$ cat config.mk
export PLATFORM = sky130hd
export DESIGN_NAME = dadda_final_cpa
export DESIGN_NICKNAME = d
export VERILOG_FILES = /design/src/rtl/dadda_final_cpa.sv
export SDC_FILE = /design/constraint.sdc
export NUM_CORES = 1
export LEC_CHECK = 0
export ABC_AREA = 1
export BUFFER_PORTS_ARGS = -buffer_cell sky130_fd_sc_hd__buf_2
export CORE_AREA = 10 10 98 100
export CTS_CLUSTER_DIAMETER = 120
export DETAILED_ROUTE_END_ITERATION = 12
export DIE_AREA = 0 0 108 110
export PLACE_DENSITY = 0.75
export SETUP_SLACK_MARGIN = 0.1
export SYNTH_ARGS = -nofsm -noshare
export SYNTH_HDL_FRONTEND = slang
export SYNTH_SLANG_ARGS = --single-unit
$ cat constraint.sdc
create_clock -name clk -period 2 [get_ports clk]
set_input_delay 0.1 -clock clk [delete_from_list [all_inputs] [get_ports clk]]
set_output_delay 0.1 -clock clk [all_outputs]
set_load 0.03 [all_outputs]
$ cat src/rtl/dadda_final_cpa.sv
// Final carry-propagate adder for the Dadda multiplier: prod/cout = row_a + row_b + cin.
// Latency STAGES (= WIDTH/SEG) cycles. One result per cycle when unstalled.
// Backpressure: a stall ripples combinationally from out_ready to in_ready, and bubbles are collapsed.
//
// Ports:
//   clk, rst            rising-edge clock, synchronous active-high reset
//   in_valid/in_ready   input handshake for row_a, row_b, cin
//   row_a, row_b, cin   reduced sum row, aligned carry row, carry into bit 0
//   out_valid/out_ready output handshake for prod, cout
//   prod, cout          low WIDTH bits of the sum and the carry out of bit WIDTH-1
//   prod_zero           (only with DADDA_FINAL_CPA_ZERO_FLAG_EN) 1 iff prod==0 and cout==0
//
// Optional feature macro: DADDA_FINAL_CPA_ZERO_FLAG_EN.
module dadda_final_cpa #(
  parameter int WIDTH = 16,
  parameter int SEG   = 4
) (
  input  logic             clk,
  input  logic             rst,
  input  logic             in_valid,
  output logic             in_ready,
  input  logic [WIDTH-1:0] row_a,
  input  logic [WIDTH-1:0] row_b,
  input  logic             cin,
  output logic             out_valid,
  input  logic             out_ready,
  output logic [WIDTH-1:0] prod,
  output logic             cout
`ifdef DADDA_FINAL_CPA_ZERO_FLAG_EN
  ,
  output logic             prod_zero
`endif
);

  localparam int STAGES = WIDTH / SEG;

  if ((SEG < 1) || ((WIDTH % SEG) != 0)) begin : g_bad_width
    $error("dadda_final_cpa: WIDTH must be a positive multiple of SEG");
  end

  // ---------------------------------------------------------------------------
  // Pipeline control
  // ---------------------------------------------------------------------------
  logic [STAGES-1:0] vld_q;
  logic [STAGES-1:0] vld_d;
  logic [STAGES-1:0] ld;       // stage k captures its upstream this cycle
  logic [STAGES-1:0] src_vld;  // valid bit presented to stage k

  // Stage k is blocked only when it and every stage downstream of it are full
  // and the consumer is not taking the head result.
  always_comb begin
    logic blocked;
    blocked = ~out_ready;
    ld      = '0;
    for (int k = STAGES - 1; k >= 0; k--) begin
      blocked = blocked & vld_q[k];
      ld[k]   = ~blocked;
    end
  end

  always_comb begin
    src_vld    = '0;
    src_vld[0] = in_valid;
    for (int k = 1; k < STAGES; k++) begin
      src_vld[k] = vld_q[k-1];
    end
  end

  // A loading stage takes whatever is upstream, bubble or not.
  assign vld_d = (ld & src_vld) | (~ld & vld_q);

  always_ff @(posedge clk) begin
    if (rst) begin
      vld_q <= '0;
    end else begin
      vld_q <= vld_d;
    end
  end

  assign in_ready  = ld[0];
  assign out_valid = vld_q[STAGES-1];

  // ---------------------------------------------------------------------------
  // Datapath. x_q holds {finished sum segments, remaining row_a bits} rotated so
  // that the next row_a segment always sits at the bottom; after the last stage
  // it is exactly the product. b_q holds only the row_b bits not yet consumed.
  // ---------------------------------------------------------------------------
  for (genvar k = 0; k < STAGES; k++) begin : gen_stg
    logic [SEG-1:0]   a_seg;
    logic [SEG-1:0]   b_seg;
    logic             c_in;
    logic [SEG:0]     sum;
    logic [WIDTH-1:0] x_d;
    logic [WIDTH-1:0] x_q;
    logic             c_q;
    logic             en;

    assign en = ld[k] & src_vld[k];

    if (k == 0) begin : g_src
      assign a_seg = row_a[SEG-1:0];
      assign b_seg = row_b[SEG-1:0];
      assign c_in  = cin;
      if (STAGES == 1) begin : g_one
        assign x_d = sum[SEG-1:0];
      end else begin : g_many
        assign x_d = {sum[SEG-1:0], row_a[WIDTH-1:SEG]};
      end
    end else begin : g_src
      assign a_seg = gen_stg[k-1].x_q[SEG-1:0];
      assign b_seg = gen_stg[k-1].g_b.b_q[SEG-1:0];
      assign c_in  = gen_stg[k-1].c_q;
      assign x_d   = {sum[SEG-1:0], gen_stg[k-1].x_q[WIDTH-1:SEG]};
    end

    assign sum = {1'b0, a_seg} + {1'b0, b_seg} + {{SEG{1'b0}}, c_in};

    always_ff @(posedge clk) begin
      if (rst) begin
        x_q <= '0;
        c_q <= 1'b0;
      end else if (en) begin
        x_q <= x_d;
        c_q <= sum[SEG];
      end
    end

    // The last stage consumes the final row_b segment, so it keeps none.
    if (k < STAGES - 1) begin : g_b
      logic [WIDTH-(k+1)*SEG-1:0] b_d;
      logic [WIDTH-(k+1)*SEG-1:0] b_q;
      if (k == 0) begin : g_first
        assign b_d = row_b[WIDTH-1:SEG];
      end else begin : g_next
        assign b_d = gen_stg[k-1].g_b.b_q[WIDTH-k*SEG-1:SEG];
      end
      always_ff @(posedge clk) begin
        if (rst) begin
          b_q <= '0;
        end else if (en) begin
          b_q <= b_d;
        end
      end
    end

`ifdef DADDA_FINAL_CPA_ZERO_FLAG_EN
    // Running AND of per-segment zero terms; the last stage also folds in cout.
    logic z_in;
    logic z_d;
    logic z_q;
    if (k == 0) begin : g_zin_first
      assign z_in = 1'b1;
    end else begin : g_zin_next
      assign z_in = gen_stg[k-1].z_q;
    end
    if (k == STAGES - 1) begin : g_zlast
      assign z_d = z_in & (sum[SEG-1:0] == '0) & ~sum[SEG];
    end else begin : g_zmid
      assign z_d = z_in & (sum[SEG-1:0] == '0);
    end
    always_ff @(posedge clk) begin
      if (rst) begin
        z_q <= 1'b0;
      end else if (en) begin
        z_q <= z_d;
      end
    end
`endif
  end

  assign prod = gen_stg[STAGES-1].x_q;
  assign cout = gen_stg[STAGES-1].c_q;
`ifdef DADDA_FINAL_CPA_ZERO_FLAG_EN
  assign prod_zero = gen_stg[STAGES-1].z_q;
`endif

endmodule

==> flow_summary.ini, run 1 <==
[sta]
rsz0062_at_grt = no
drv_slew = 0
fin_crit_ns = 1.71
slew-limit-headroom = 0.562
tightest_slew_ns = 0.656
skew_ns = 0.0109
finalSetupViolations = 0
fin_crit_sh = 0.854
tns_ns = 0
fmax_ghz = 0.585
finalHoldViolations = 0

[floorplan]
rows = 32
core_region_area_mm2 = 0.00765
die_area_mm2 = 0.0119
start_util = 0.540
io-pin-count = 56
fp.dieW_um = 108
fp.dieH_um = 110

[clock_tree]
cts_sinks = 96
clk-insertion-delay-late_ns = 0.35
clk_pin_slew_ns = 0.09
cts_tree = done
cts_root_buffer = clkbuf_8
clockBufferDepth = 2
cts_inserted_buffers = 9
postCtsSetupBuffers = 0
postCtsResizedCells = 0
cts_max_level = 3
ctsHoldBuffers = 0

[synth]
synth.yosys.seq_area_share = 0.466
synthesis.nets = 588
synth.top_cell.area_share = 0.466
syn_area_per_cell_um2 = 7.77
synth_seq_cells = 96
ys.warnings.count = 0
synth_area_leader_cell = dfxtp_1
synth_area_leaders = dfxtp_1 47%, nor2_1 13%, o21ai_0 6.8%
ys_types = 22
syn_area_mm2 = 0.00413
syn_inst = 531

[placed_design]
hpwl_um = 5760
io_buffers = 55
gp_congestion = 0.778

[route]
drt-pass1-iter-count = 4
wl_per_cell_um = 11.7
via_count = 3312
wl_um = 7890
drt-initial-drc-count = 92
ant_nets = 0
vias_per_cell = 4.89
drc = 0

[power]
pwr-share-comb = 0.122
clkPwrFrac = 0.322
p_leak_nw = 2.08
power_switching_mw = 0.934
seq_power_share = 0.555
vdd_drop_max_v = 0.000352
p_per_area_mw_per_mm2 = 814
power.total_mw = 3.74
internal_power_mw = 2.81
swShare = 0.249

[setup_path]
critical_path_class = reg -> out
start_kind = flop
worstPathArrival_ns = 1.61
crit_fanout = 59
endpoint_kind = output port
critical_path_required_ns = 1.90
r2r_slack_ns = 0.30

[status]
status = completed

[global_routing]
antenna_found_initial = 0
grt_pass1_vias = 3140
overflow = 0
grt_start_max_net_pins = 60
grt_usage = 0.138
grt_pass1_wl_um = 13600

[cells_and_area]
utilization = 0.602
final_common_cell = nor2_1
antenna_cells = 0
drive_above_1_share = 0.144
area_growth_pct = 11.5
fin_nets = 628
final_cell_mix = 148 x nor2_1, 96 x dfxtp_1, 56 x o21ai_0, 56 x nand2_1, 55 x buf_2

[hold_path]
hp-class = in -> reg

[run]
cap_violations = 0
==> cell families (layout without fill, tap and decap cells) <==
| group | after synthesis | count (layout) | synth area share |
|---|---|---|---|
| buffers and inverters | 58 | 102 | 0.0655 |
| adders and majority gates | 20 | 20 | 0.0752 |
| xor gates and xnor gates | 4 | 4 | 0.00849 |
| AOI/OAI and AO/OA | 107 | 107 | 0.130 |
| DFF | 96 | 96 | 0.466 |
| and+or+nand+nor | 246 | 246 | 0.256 |
==> area by class of cell <==
class	instances	area [um^2]
Sequential cell	96	1920
Timing Repair Buffer	61	333
Inverter	26	97.6
Clock buffer	11	141
Clock inverter	4	45.0
Fill cell	740	3050
Multi-Input combinational cell	377	1940
Tap cell	102	128
==> synthesized netlist by cell type, drive strengths merged <==
master	instances
o21ai	59
dfxtp	96
xor2	1
nand3b	25
xnor2	3
inv	26
ha	12
buf	23
nand4	1
nand2	58
nand3	13
fa	8
a21oi	48
nor2	149
clkbuf	9
==> sequential cells by signal, indices dropped and copies added, names as in the netlist, named ones only <==
| signal | flops |
|---|---|
| cout | 1 |
| gen_stg.g_b.b_q | 24 |
| gen_stg.c_q | 3 |
| prod | 16 |
| gen_stg.x_q | 48 |
==> worst max-delay path, stage by stage (launching register included) <==
cell and delay, ns:
dfxtp_1 0.33, inv_2 0.07, nor2_4 0.04, nand4_2 0.05
buf_4 0.46, buf_2 0.30
==> path summary, 6_finish.rpt <==
path / startpoint / to / cells past startpoint
max: flop / in_ready / 5
min: row_b[7] / gen_stg[0].g_b.b_q[3] / 4
max reg2reg: gen_stg[0].x_q[0] / gen_stg[1].x_q[14] / 6
min reg2reg: gen_stg[2].x_q[15] / prod[11] / 2
==> power by group through the flow <==
stage | sequential [mW] | combinational, mW | clock [mW]
floorplan | 2.13 | 0.334 | 0
global placement | 2.12 | 0.452 | 0
detailed placement | 2.13 | 0.462 | 0
CTS | 2.08 | 0.464 | 1.25
global route | 2.09 | 0.537 | 1.31
finish | 2.08 | 0.457 | 1.21
==> metal layers <==
| layer | wire length, um | track usage |
|---|---|---|
| met1 | 4000 | 0.175 |
| met2 | 3270 | 0.216 |
| met3 | 506 | 0.0383 |
| met4 | 108 | 0.0611 |
| met5 | 0 | 0 |
==> through the flow <==
step | instance area (um^2) | worst slack, ns | cells | hold slack, ns
2_1_floorplan | 4130 | 0.405 | 531 | 0.293
3_3_place_gp | 4420 | 0.359 | 662 | 0.401
3_5_place_dp | 4420 | 0.310 | 662 | 0.409
4_1_cts | 4600 | 0.274 | 677 | 0.0329
5_1_grt | 4600 | 0.171 | 677 | 0.0510
6_report | 4600 | 0.292 | 677 | 0.0416
(Power assumes the default switching activity.)
==> run 2: changes to the inputs <==
--- a/config.mk
+++ b/config.mk
@@ -9,4 +9,5 @@
 export BUFFER_PORTS_ARGS = -buffer_cell sky130_fd_sc_hd__buf_2
 export CORE_AREA = 10 10 98 100
+export CTS_BUF_LIST = sky130_fd_sc_hd__clkbuf_4 sky130_fd_sc_hd__clkbuf_8 sky130_fd_sc_hd__clkbuf_16
 export CTS_CLUSTER_DIAMETER = 120
 export DETAILED_ROUTE_END_ITERATION = 12
==> constraint.sdc (replaced) <==
create_clock -name clk -period 2 [get_ports clk]
set_input_delay 0.1 -clock clk [delete_from_list [all_inputs] [get_ports clk]]
set_output_delay 0.1 -clock clk [all_outputs]
set_load 0.1 [all_outputs]
==> run 2 against run 1 <==
Against the previous run:
- utilization increased by 0.39 points
- cell area is 0.65% higher
- first-iteration DRC count grew 43%
- non-clock buffer count rose by 1
- largest power group unchanged
==> flow_summary.ini, run 2 (synthesis results as in run 1) <==
[route]
drt-initial-drc-count = 132
routed.top_layer = met4
wl_um = 8420
route.met3.wl_um = 607
drc = 0
wl_met2_um = 3640
via_count = 3365
wl_per_cell_um = 12.4
drt-pass1-iter-count = 4
wl_met1_um = 4070
vias_per_cell = 4.96
ant_nets = 0

[floorplan]
fp.dieH_um = 110
rows = 32
die_area_mm2 = 0.0119
io-pin-count = 56
core_region_area_mm2 = 0.00765
start_util = 0.540
fp.dieW_um = 108

[power]
swShare = 0.264
seq_power_share = 0.538
clkPwrFrac = 0.325
vdd_drop_max_v = 0.000365
p_per_area_mw_per_mm2 = 835
power_switching_mw = 1.02
p_leak_nw = 2.09
internal_power_mw = 2.85
pwr-share-comb = 0.137

[hold_path]
hp-class = in -> reg

[clock_tree]
cts_sinks = 96
ctsHoldBuffers = 0
clk-insertion-delay-late_ns = 0.36
cts_tree = done
postCtsResizedCells = 0
cts_root_buffer = clkbuf_8
cts_inserted_buffers = 9
clockBufferDepth = 2
cts_max_level = 3
clk_pin_slew_ns = 0.09
postCtsSetupBuffers = 0

[setup_path]
worstPathArrival_ns = 2.06
crit_fanout = 2
critical_path_required_ns = 2.30
start_kind = flop
critical_path_class = reg -> reg
endpoint_kind = flop

[global_routing]
grt_start_max_net_pins = 63
grt_usage = 0.146
overflow = 0
grt_pass1_vias = 3312
grt_pass1_wl_um = 14400
antenna_found_initial = 0

[cells_and_area]
final_common_cell = nor2_1
fin_nets = 629
drive_above_1_share = 0.149
largest_register = gen_stg.x_q
antenna_cells = 0
largest_register_ffs = 48
final_cell_mix = 148 x nor2_1, 95 x dfxtp_1, 56 x o21ai_0, 56 x nand2_1, 55 x buf_2
area_growth_pct = 12.2

[sta]
fin_crit_ns = 1.76
finalSetupViolations = 0
drv_slew = 0
finalHoldViolations = 0
slew-limit-headroom = 0.674
tightest_slew_ns = 0.492
fin_crit_sh = 0.882
skew_ns = 0.00874
fmax_ghz = 0.567
setup_ws_ns = 0.236
rsz0062_at_grt = no
tns_ns = 0

[placed_design]
io_buffers = 55
post-place-ws_ns = 0.287
gp_congestion = 0.793
hpwl_um = 5940

[status]
status = completed

[run]
cap_violations = 0
run 2: changes by cell type in the layout (fill, tap and decap cells not counted):
| cell | previous run | this run |
|---|---|---|
| clkinv_2 | 3 | 1 |
| dfxtp_2 | 0 | 1 |
| buf_12 | 1 | 2 |
| clkinvlp_4 | 0 | 1 |
| clkbuf_1 | 1 | 0 |
| clkbuf_4 | 0 | 2 |
| dfxtp_1 | 96 | 95 |
run 2: final cells by class:
type,count,area [um^2]
fillers,728,3020
multi-input cells,377,1940
well taps,102,128
inverters,26,97.6
clock inverters,3,42.5
flip-flops and latches,96,1920
clock buffers,12,153
repair buffers,62,353
run 2: critical path, cell delays in order (launching register included):
cell and delay [ns]:
dfxtp_1 0.34, inv_1 0.06, fa_1 0.47, fa_1 0.42, o21ai_0 0.20, o21ai_0 0.11, nor2_1 0.11
run 2: worst paths after layout:
path | from | endpoint | slack (ns) | cells past startpoint
hold / removal | rst | flop | 0.04 | 2
hold reg to reg | gen_stg[2].x_q[15] | prod[11] | 0.47 | 2
setup / recovery | gen_stg[0].x_q[0] | gen_stg[1].c_q | 0.24 | 6
setup reg to reg | gen_stg[0].x_q[0] | gen_stg[1].c_q | 0.24 | 6
run 2: per-layer routing:
| layer | up-vias | global-route usage |
|---|---|---|
| met1 | 1490 | 0.177 |
| met3 | 7 | 0.0488 |
| met5 | - | 0 |
| met4 | 0 | 0.0592 |
| li1 | 1789 | - |
| met2 | 79 | 0.235 |
run 2: through the flow:
| stage | hold slack, ns | area, um^2 | std cells | utilization | power (mW) |
|---|---|---|---|---|---|
| after floorplan | 0.293 | 4130 | 531 | - | 2.53 |
| after global placement | 0.401 | 4440 | 663 | 0.580 | 2.63 |
| after detailed placement | 0.406 | 4440 | 663 | 0.580 | 2.65 |
| after CTS | 0.0161 | 4630 | 678 | 0.606 | 3.91 |
| after global routing | 0.0400 | 4630 | 678 | 0.606 | 4.06 |
| final | 0.0379 | 4630 | 678 | 0.606 | 3.87 |
run 2: power by group through the flow:
| stage | Combinational (mW) | Sequential, mW | Clock (mW) |
|---|---|---|---|
| after detailed placement | 0.530 | 2.12 | 0 |
| final | 0.530 | 2.08 | 1.26 |
| after CTS | 0.534 | 2.08 | 1.29 |
| after global placement | 0.514 | 2.12 | 0 |
| after floorplan | 0.334 | 2.19 | 0 |
| after global routing | 0.605 | 2.10 | 1.36 |
==> run 3: changes to the inputs <==
ABC_AREA = unset   (was 1)
CORE_AREA = 10 10 96 98   (was 10 10 98 100)
DIE_AREA = 0 0 106 108   (was 0 0 108 110)
SLEW_MARGIN = 20   (was unset)
==> run 3 against run 2 <==
Against the previous run:
- clock-buffer cell count unchanged
- sequential power down 3%
- synthesized cell count is 12% lower
- flip-flop and latch count did not move
- critical path type unchanged
==> flow_summary.ini, run 3 <==
[placed_design]
post-place-ws_ns = 0.188
io_buffers = 55
hpwl_um = 5730
gp_congestion = 0.773

[route]
drc = 0
wl_um = 8190
drt-pass1-iter-count = 4
wl_per_cell_um = 12.7
drt-initial-drc-count = 160
vias_per_cell = 5.04
via_count = 3256
ant_nets = 0

[synth]
synth-edff-count = 0
synth.yosys.seq_area_share = 0.493
syn_area_per_cell_um2 = 8.37
synth_area_leaders = dfxtp_1 49%, nand2_1 16%, a21oi_1 11%
synthesis.nets = 523
synth-adder-area-share = 0.0796
syn_area_mm2 = 0.00390
synth_xor_area_frac = 0.0112
synth_seq_cells = 96
synthSimpleGateAreaFrac = 0.200
ys_types = 37
synth.top_cell.area_share = 0.493
synth_compound_area_frac = 0.165
synth-async-reset-ratio = 0
synth_top_family_by_area = simple AND/OR/NAND/NOR gates
synthTopCellsByCount = 163 x nand2_1, 96 x dfxtp_1, 85 x a21oi_1
synth_area_leader_cell = dfxtp_1
ys.warnings.count = 0
yosysMostFrequentCell = nand2_1
dominantRegCellSynth = dfxtp_1
synthMuxAreaShare = 0
syn_inst = 466

[setup_path]
endpoint = cout
rr_worst_depth = 5
worstPathArrival_ns = 2.02
critical_path_class = reg -> reg
r2r_slack_ns = 0.22
critical_path_required_ns = 2.24
start_kind = flop
r2r-start = gen_stg[2].x_q[0]
rr_endpoint = cout
endpoint_kind = flop
critical_path.startpoint = gen_stg[2].x_q[0]
crit_fanout = 2

[power]
seq_power_share = 0.550
power_switching_mw = 0.861
vdd_drop_max_v = 0.000398
p_leak_nw = 1.90
internal_power_mw = 2.79
clkPwrFrac = 0.355
pwr-share-comb = 0.095
swShare = 0.236
p_per_area_mw_per_mm2 = 773
power.total_mw = 3.65

[cells_and_area]
largest_register = gen_stg.x_q
final_common_cell = nand2_1
area_growth_pct = 21.1
largest_register_ffs = 48
antenna_cells = 0
nFillCells = 653
final_cell_mix = 163 x nand2_1, 95 x dfxtp_1, 85 x a21oi_1, 55 x buf_2, 24 x dlygate4sd3_1
fin_nets = 596
drive_above_1_share = 0.175
utilization = 0.634

[clock_tree]
clk-insertion-delay-late_ns = 0.35
cts_inserted_buffers = 9
cts_sinks = 96
clk_pin_slew_ns = 0.09
cts_root_buffer = clkbuf_8
cts_max_level = 3
clockBufferDepth = 2
cts_tree = done

[sta]
drv_slew = 0
setup_ws_ns = 0.217
tns_ns = 0
hold_slack_ns = 0.0111
rsz0062_at_grt = no
skew_ns = 0.00904
fin_crit_ns = 1.78
slew-limit-headroom = 0.622
fin_crit_sh = 0.891
tightest_slew_ns = 0.566
fmax_ghz = 0.561
finalSetupViolations = 0
finalHoldViolations = 0

[global_routing]
antenna_found_initial = 1
grt_pass1_wl_um = 14200
grt_start_max_net_pins = 43
grt_usage = 0.147
grt_pass1_vias = 3188
overflow = 0

[floorplan]
rows = 32
die_area_mm2 = 0.0114
io-pin-count = 56
fp.dieH_um = 108
core_region_area_mm2 = 0.00745
start_util = 0.524
fp.dieW_um = 106

[run]
cap_violations = 0

[hold_path]
hp-class = in -> reg

[status]
status = completed
-- run 3: cell types whose count changed in the layout (fill, tap and decap cells not counted), sizes merged, moves of 24 or more --
cell         delta
dlygate4sd3    +24
o21ai          -55
a21oi          +37
nand3b         -24
nand2         +105
nor2          -140
-- run 3: layout make-up --
type	instances	area, um^2	area share
sequential	96	1920	0.407
clock buffer	12	159	0.0337
multi-input combinational	326	1790	0.378
inverter	15	56.3	0.0119
tap	102	128	0.0270
timing repair buffer	91	618	0.131
clock inverter	4	51.3	0.0109
-- run 3: how the worst min path moves through the flow --
| stage | from | endpoint | slack, ns | cells after the start |
|---|---|---|---|---|
| after floorplan | in_valid | flop | 0.22 | 2 |
| after global placement | in_valid | flop | 0.33 | 3 |
| after detailed placement | row_b[10] | gen_stg[0].g_b.b_q[6] | 0.35 | 3 |
| after CTS | in_valid | flop | 0.004 | 3 |
| after global routing | in_valid | flop | 0.008 | 3 |
| final | in_valid | flop | 0.01 | 3 |
-- run 3: power groups by stage --
stage / sequential, mW / combinational [mW] / clock (mW)
after global routing: 2.02 / 0.388 / 1.40
after detailed placement: 2.05 / 0.307 / 0
final: 2.01 / 0.346 / 1.30
after floorplan: 2.06 / 0.200 / 0
after global placement: 2.05 / 0.297 / 0
after CTS: 2.01 / 0.345 / 1.32
-- run 3: cells by family after synthesis --
logic type                 count (synthesis)
and+or+nand+nor                          191
xor gates and xnor gates                   5
AOI/OAI and AO/OA                        110
adders and majority gates                 20
buffers and inverters                     44
DFF                                       96
-- run 3: critical path, stage by stage, from the launching register on --
cell and delay, ns:
dfxtp_1 0.34, fa_1 0.49, fa_2 0.38, a21o_1 0.17
a211oi_1 0.22, nor3_1 0.07
-- run 3: routing by layer --
metal,GRT usage,share of wire,vias to the layer above
li1,-,-,1672
met1,0.181,0.47,1477
met2,0.236,0.45,96
met3,0.0476,0.069,11
met4,0.0590,0.014,0
met5,0,0,-
-- run 3: through the flow --
stage | instance area (um^2) | std cells
after global placement | 4260 | 606
after CTS | 4720 | 646
after floorplan | 3900 | 466
after global routing | 4720 | 646
after detailed placement | 4260 | 606
final | 4720 | 646
-- run 3: repair_timing --
item,4_1_cts,5_1_grt
endpoints found under the setup margin,1,3
gates resized for setup,1,3
hold buffers,24,0
endpoints found under the hold margin,24,0
setup buffers,0,0
